===== src/rtl/uart_hex_sender.sv =====
// Formats a channel/measurement pair as an ASCII hex line and writes it into the UART TX FIFO.
// Define UART_HEX_SENDER_CKSUM_EN to append '*' plus a two-digit XOR checksum before CR LF.
module uart_hex_sender #(
  parameter logic [7:0] SEP_CHAR  = 8'h3A,
  parameter bit         UPPERCASE = 1'b1
) (
  input  logic        clk,
  input  logic        reset,
  input  logic        start,
  input  logic [3:0]  chan,
  input  logic [15:0] data,
  input  logic        tx_full,
  output logic        wr_uart,
  output logic [7:0]  w_data,
  output logic        busy,
  output logic        done
);

`ifdef UART_HEX_SENDER_CKSUM_EN
  localparam logic [3:0] LAST = 4'd10;
`else
  localparam logic [3:0] LAST = 4'd7;
`endif

  typedef enum logic [1:0] {
    IDLE,
    SEND,
    GAP,
    FIN
  } state_t;

  state_t      state, state_n;
  logic [3:0]  idx, idx_n;
  logic [3:0]  chan_q;
  logic [15:0] data_q;
  logic        wr_n, busy_n, done_n;
  logic [7:0]  w_data_n;
  logic [7:0]  cur_byte;

  function automatic logic [7:0] hex(input logic [3:0] n);
    if (n < 4'd10) return 8'h30 + {4'h0, n};
    return (UPPERCASE ? 8'h41 : 8'h61) + {4'h0, n} - 8'd10;
  endfunction

`ifdef UART_HEX_SENDER_CKSUM_EN
  logic [7:0] cksum;

  assign cksum = hex(chan_q) ^ SEP_CHAR
               ^ hex(data_q[15:12]) ^ hex(data_q[11:8])
               ^ hex(data_q[7:4]) ^ hex(data_q[3:0]);

  always_comb begin
    cur_byte = 8'h00;
    case (idx)
      4'd0:    cur_byte = hex(chan_q);
      4'd1:    cur_byte = SEP_CHAR;
      4'd2:    cur_byte = hex(data_q[15:12]);
      4'd3:    cur_byte = hex(data_q[11:8]);
      4'd4:    cur_byte = hex(data_q[7:4]);
      4'd5:    cur_byte = hex(data_q[3:0]);
      4'd6:    cur_byte = 8'h2A;
      4'd7:    cur_byte = hex(cksum[7:4]);
      4'd8:    cur_byte = hex(cksum[3:0]);
      4'd9:    cur_byte = 8'h0D;
      4'd10:   cur_byte = 8'h0A;
      default: cur_byte = 8'h00;
    endcase
  end
`else
  always_comb begin
    cur_byte = 8'h00;
    case (idx)
      4'd0:    cur_byte = hex(chan_q);
      4'd1:    cur_byte = SEP_CHAR;
      4'd2:    cur_byte = hex(data_q[15:12]);
      4'd3:    cur_byte = hex(data_q[11:8]);
      4'd4:    cur_byte = hex(data_q[7:4]);
      4'd5:    cur_byte = hex(data_q[3:0]);
      4'd6:    cur_byte = 8'h0D;
      4'd7:    cur_byte = 8'h0A;
      default: cur_byte = 8'h00;
    endcase
  end
`endif

  // Outputs are registered from next-state values so they line up with the state.
  always_comb begin
    state_n  = state;
    idx_n    = idx;
    wr_n     = 1'b0;
    w_data_n = w_data;
    case (state)
      IDLE: begin
        if (start) begin
          state_n = SEND;
          idx_n   = 4'd0;
        end
      end
      SEND: begin
        if (!tx_full) begin
          wr_n     = 1'b1;
          w_data_n = cur_byte;
          state_n  = GAP;
        end
      end
      GAP: begin
        if (idx == LAST) begin
          state_n = FIN;
        end else begin
          idx_n   = idx + 4'd1;
          state_n = SEND;
        end
      end
      FIN:     state_n = IDLE;
      default: state_n = IDLE;
    endcase
    busy_n = (state_n == SEND) || (state_n == GAP);
    done_n = (state_n == FIN);
  end

  always_ff @(posedge clk or posedge reset) begin
    if (reset) begin
      state   <= IDLE;
      idx     <= 4'd0;
      chan_q  <= 4'd0;
      data_q  <= 16'd0;
      wr_uart <= 1'b0;
      w_data  <= 8'd0;
      busy    <= 1'b0;
      done    <= 1'b0;
    end else begin
      state   <= state_n;
      idx     <= idx_n;
      wr_uart <= wr_n;
      w_data  <= w_data_n;
      busy    <= busy_n;
      done    <= done_n;
      if (state == IDLE && start) begin
        chan_q <= chan;
        data_q <= data;
      end
    end
  end

endmodule


===== config.mk =====
export PLATFORM = sky130hd
export DESIGN_NAME = uart_hex_sender
export DESIGN_NICKNAME = d
export VERILOG_FILES = /design/src/rtl/uart_hex_sender.sv
export SDC_FILE = /design/constraint.sdc
export NUM_CORES = 1
export LEC_CHECK = 0
export BUFFER_PORTS_ARGS = -buffer_cell sky130_fd_sc_hd__buf_4
export CORE_ASPECT_RATIO = 1.25
export CORE_MARGIN = 2
export CORE_UTILIZATION = 40
export CTS_CLUSTER_SIZE = 28
export DETAILED_ROUTE_END_ITERATION = 8
export HOLD_SLACK_MARGIN = 0.03
export SLEW_MARGIN = 20
export SYNTH_ARGS = -nofsm -noshare
export SYNTH_HDL_FRONTEND = slang
export SYNTH_SLANG_ARGS = --single-unit

===== constraint.sdc =====
create_clock -name clk -period 2.11 [get_ports clk]
set_clock_uncertainty 0.15 [all_clocks]
set_input_delay 0.633 -clock clk [delete_from_list [all_inputs] [get_ports clk]]
set_output_delay 0.633 -clock clk [all_outputs]
set_load 0.01 [all_outputs]

== Word level (Yosys, flattened, before mapping) ==
Cells that the tools add are included.
Cells by class
  add/subtract/negate cells: 16
  multiply operators: 0
  div/mod/pow operators: 0
  magnitude comparators: 5
  equality and inequality tests: 15
  shift-type cells: 0
  multiplexer cells: 30
  bitwise operators: 1
  reductions and logical operators: 7
Operators by type and width (count)
  $mux 8: 10
  $pmux 8 s8: 1
  $add 7x4->8 const A: 5
  $sub 8x4->8 const B: 5
  $add 6x4->7 const A: 5
  $lt 4x4->1 const B: 5
  $eq 4x3->1 const B: 4
  $mux 1: 12
  $eq 2x2->1 const B: 4
  $eq 4x2->1 const B: 2
  $mux 4: 2
  $pmux 2 s4: 1
  $pmux 4 s2: 1
  $mux 2: 3
  $add 4x1->4 const B: 1
  $eq 2x1->1 const B: 2
  $eq 4x1->1 const B: 1
  $logic_not 4->1: 1
  $ne 2x2->1 const B: 2
  $reduce_and 3->1: 1
  $logic_not 2->1: 1
  $reduce_and 2->1: 1
  $reduce_bool 2->1: 1
  $logic_and 1x1->1: 1
  2 further kinds: 2
Word-level totals
  register bits after elaboration: 37
  bits in latches: 0
  memory bits (writable): 0
  bits in read-only memories: 0
  input bits: 24
  output and inout port bits: 11
  word-level logic and storage cells: 82
  memories kept: 0

== Longest topological paths before layout ==
  word-level depth: 5
  mapped depth: 7
  mapped depth without buffers: 7

== Least setup slack after synthesis ==
OpenSTA, ideal clock, no wires.
  kind: input to register
  start point: input port tx_full
  end point: register w_data[2]
  setup time: 0.130 ns
  arrival: 1.561 ns
  required time: 1.830 ns
  slack: 0.269 ns
  stages on the path: 4
  path through: or3b_4 -> buf_6 -> a2111oi_4 -> a21oi_2
On the way
  longest elaborated chain between the ends: 2
Ends and longest elaborated chain
  start: declaration: line 12  | input logic tx_full,
  $not 1->1 (no line)
  $reduce_and 2->1 (no line)
  end signal: assignment: line 135  | w_data <= w_data_n;
  end: declaration: line 14  | output logic [7:0] w_data,
No other way between the ends.
A chain may end at the register's enable or synchronous reset.

== Worst setup path after layout ==
  start point: register idx[1]
  end point: register w_data[1]
On the way
  longest elaborated chain between the ends: 2
  elaborated cells on any way between the ends: 9
Ends and longest elaborated chain
  start: declaration: line 33  | logic [3:0] idx, idx_n;
  start signal: assignment: line 133  | idx <= idx_n;
  $eq 4x3->1, or another cell as far along: line 72  | case (idx)
  $pmux 8 s8 (*): line 72
Mark *: on every way between the ends. The rest lies on a longest branch, timed or not.

==> out/summary.txt <==
Crit Path Max Fanout: 6
detailed placer's ending HPWL: 3550 um
remaining global-route overflow: 0
Syn. warnings: 0
Worst-Margin Slew: 0.528 ns
met2 routed WL: 2250 um
RSZ-0062 raised after global routing: false
slowest CP cell: dfrtp_1
Seq pwr share: 0.365
Final Core Density: 0.508
PwrDens: 1390 nW/um^2
Final Slew Violations: 0
post-synthesis cell area: 2150 sq um
Slew headroom: 0.639
number of synthesized flops with an enable pin: 0
Final Cell Area: 2600 sq um
top sig layer: met4
TritonRoute pass-1 iters: 4
Initial Util: 0.420
Total Routing Usage GR: 0.180
Clock Power Share: 0.147
critical-path cell list: inv_1 > ha_1 > nand2_1 > a211oi_1 > nor4_1 > a21oi_1
DR vias: 1776
Routed Antenna Nets: 0
initial antenna violation count: 0
WL per Instance: 14.2 um
layout cells sized above 1: 0.253
FMAX: 532 MHz
total negative slack: 0 ns
chip height: 86.0 um
status: finished, final reports clean
routed wl met3: 231 um
std cell rows: 29
Psw: 1.48 mW
Post-synth top flop: dfrtp_1
count leader, synth: dfrtp_1
die area: 5980 sq um
Worst-Skew Late Latency: 0.29 ns
Area after DPL: 2500 sq um
LEAKAGE: 1.15 nW
# nets final: 303
period utilization: 0.891
largest net degree at the start of global routing: 37
final wirelength: 4700 um
postcts setup bufs: 0
DRT met1 WL: 2110 um
# H-tree levels: 2
total CTS buffers: 5
Final Hold Viols: 0
I/O Pins: 35
CP Data Required Time: 2.18 ns
Synth Net Count: 263
global-route wire length before repair: 8450 um
Cell variety after synth: 44
ant diodes: 0
post_cts resized: 0
internal power: 2.15 mW
combinational group share of total power: 0.489
top cells by area, synth: dfrtp_1, ha_1, o21ai_0, mux2_2, nand2_1
gp weighted congestion: 0.843
min cycle time layout: 1.88 ns
Post-Syn Instances: 229
Post-synth top cells: dfrtp_1, nand2_1, o21ai_0, a21oi_1, inv_1
CP peak stage delay: 0.40 ns
maximum clock path buffer count: 2
synthesized area per cell: 9.39 sq um
Initial DRC Count: 95
Final Worst Setup Slack: 0.229 ns
# setup viols final: 0
Yosys top cell by area: dfrtp_1
DIE WIDTH: 69.6 um
Seq. cell area: 901 sq um
Worst Setup Path Type: reg2reg
Net Sw Frac: 0.408
vias in the first global route: 1749
CTS sink count: 36
Synth-to-Final Area Change: 20.9%
CTS tree: built
top cell type's share of synthesized area: 0.419
pre-CTS WS: 0.0740 ns
CP startpoint kind: flip-flop
sequential share of the synthesized area: 0.419
Post-CTS Hold Fix Bufs: 0
Clk pin slew, worst setup/hold paths: 0.07 ns
Core Region: 5120 sq um
drt drc: 0
Port Buffers: 33
root buffer cell: clkbuf_8
max cap viols: 0
area of the multi-input gates: 1140 sq um
vias per cell: 5.37
fill cell count: 496
crit path DAT: 1.95 ns
Peak supply drop: 0.544 mV
element type at the critical path end: flip-flop
share of flip-flops with an asynchronous set or reset: 1.00
Hold Crit Class: in2async
synthesized flop and latch total: 36
[layer usage]
metal  GRT usage  vias to the layer above
met1       0.235                      819
met4      0.0838                        0
met3      0.0341                       10
met5           0                        -
li1            -                      895
met2       0.288                       52
[cells in the final DEF (no fill, tap or decap), types with 2 or more instances in the layout]
cell type	count
a211oi_1	6
a22oi_1	2
o221ai_1	2
nor3_1	2
nand2b_1	3
inv_1	16
o21ai_0	25
nor4b_1	2
dfrtp_1	36
nor2_1	11
a21oi_1	19
and4b_1	4
mux2_2	11
buf_4	39
a21boi_0	4
nor2b_1	6
xnor2_1	7
clkbuf_8	7
inv_2	2
o22ai_1	4
ha_1	10
nor4_1	3
nand2_1	28
[final cells by class]
class,count,area share
multi-input combinational,168,0.440
inverter,18,0.0260
tap,62,0.0298
sequential,36,0.346
timing repair buffer,40,0.120
clock buffer,7,0.0371
[metrics by stage]
stage | cells | hold slack (ns) | total power [mW]
floorplan | 229 | 0.345 | 2.51
global placement | 324 | 0.313 | 3.08
detailed placement | 324 | 0.322 | 3.10
CTS | 331 | 0.310 | 3.66
global route | 331 | 0.350 | 3.97
finish | 331 | 0.294 | 3.62
[sequential cells by signal (all words and copies together), names as in the netlist]
signal / count
wr_uart: 1
w_data: 7
busy: 1
state: 2
idx: 4
data_q: 16
chan_q: 4
done: 1
[worst paths after layout]
check,startpoint,to,slack [ns],cells after the start
min reg2reg,w_data[5],w_data[5],0.33,2
max,idx[1],w_data[1],0.23,6
max reg2reg,idx[1],w_data[1],0.23,6
max in group asynchronous,reset,data_q[15],1.19,3
min,reset,data_q[2],0.29,3
min in group clk,w_data[5],w_data[5],0.33,2
[logic make-up (layout without fill, tap and decap cells)]
logic type | Yosys count | in the layout | share of synthesized area
adders and majority gates | 10 | 10 | 0.0582
AOI/OAI and AO/OA | 70 | 70 | 0.204
and+or+nand+nor | 68 | 68 | 0.175
muxes | 12 | 12 | 0.0622
DFF | 36 | 36 | 0.419
buffers and inverters | 25 | 65 | 0.0518
xor gates and xnor gates | 7 | 7 | 0.0285
other | 1 | 1 | 0.00174
[critical path: cells and delay by family, from the launching register on]
family / cells / cell delay (ns)
and+or+nand+nor: 2 / 0.32
DFF: 1 / 0.40
adders and majority gates: 1 / 0.29
AOI/OAI and AO/OA: 2 / 0.52
buffers and inverters: 1 / 0.12
[power by group through the flow]
stage	logic (mW)	clock network, mW	registers [mW]
final	1.77	0.531	1.32
after global placement	1.75	0	1.33
after global routing	2.01	0.582	1.38
after CTS	1.79	0.551	1.32
after floorplan	1.22	0	1.29
after detailed placement	1.77	0	1.33
No activity file was read; power rests on OpenSTA's default activity.
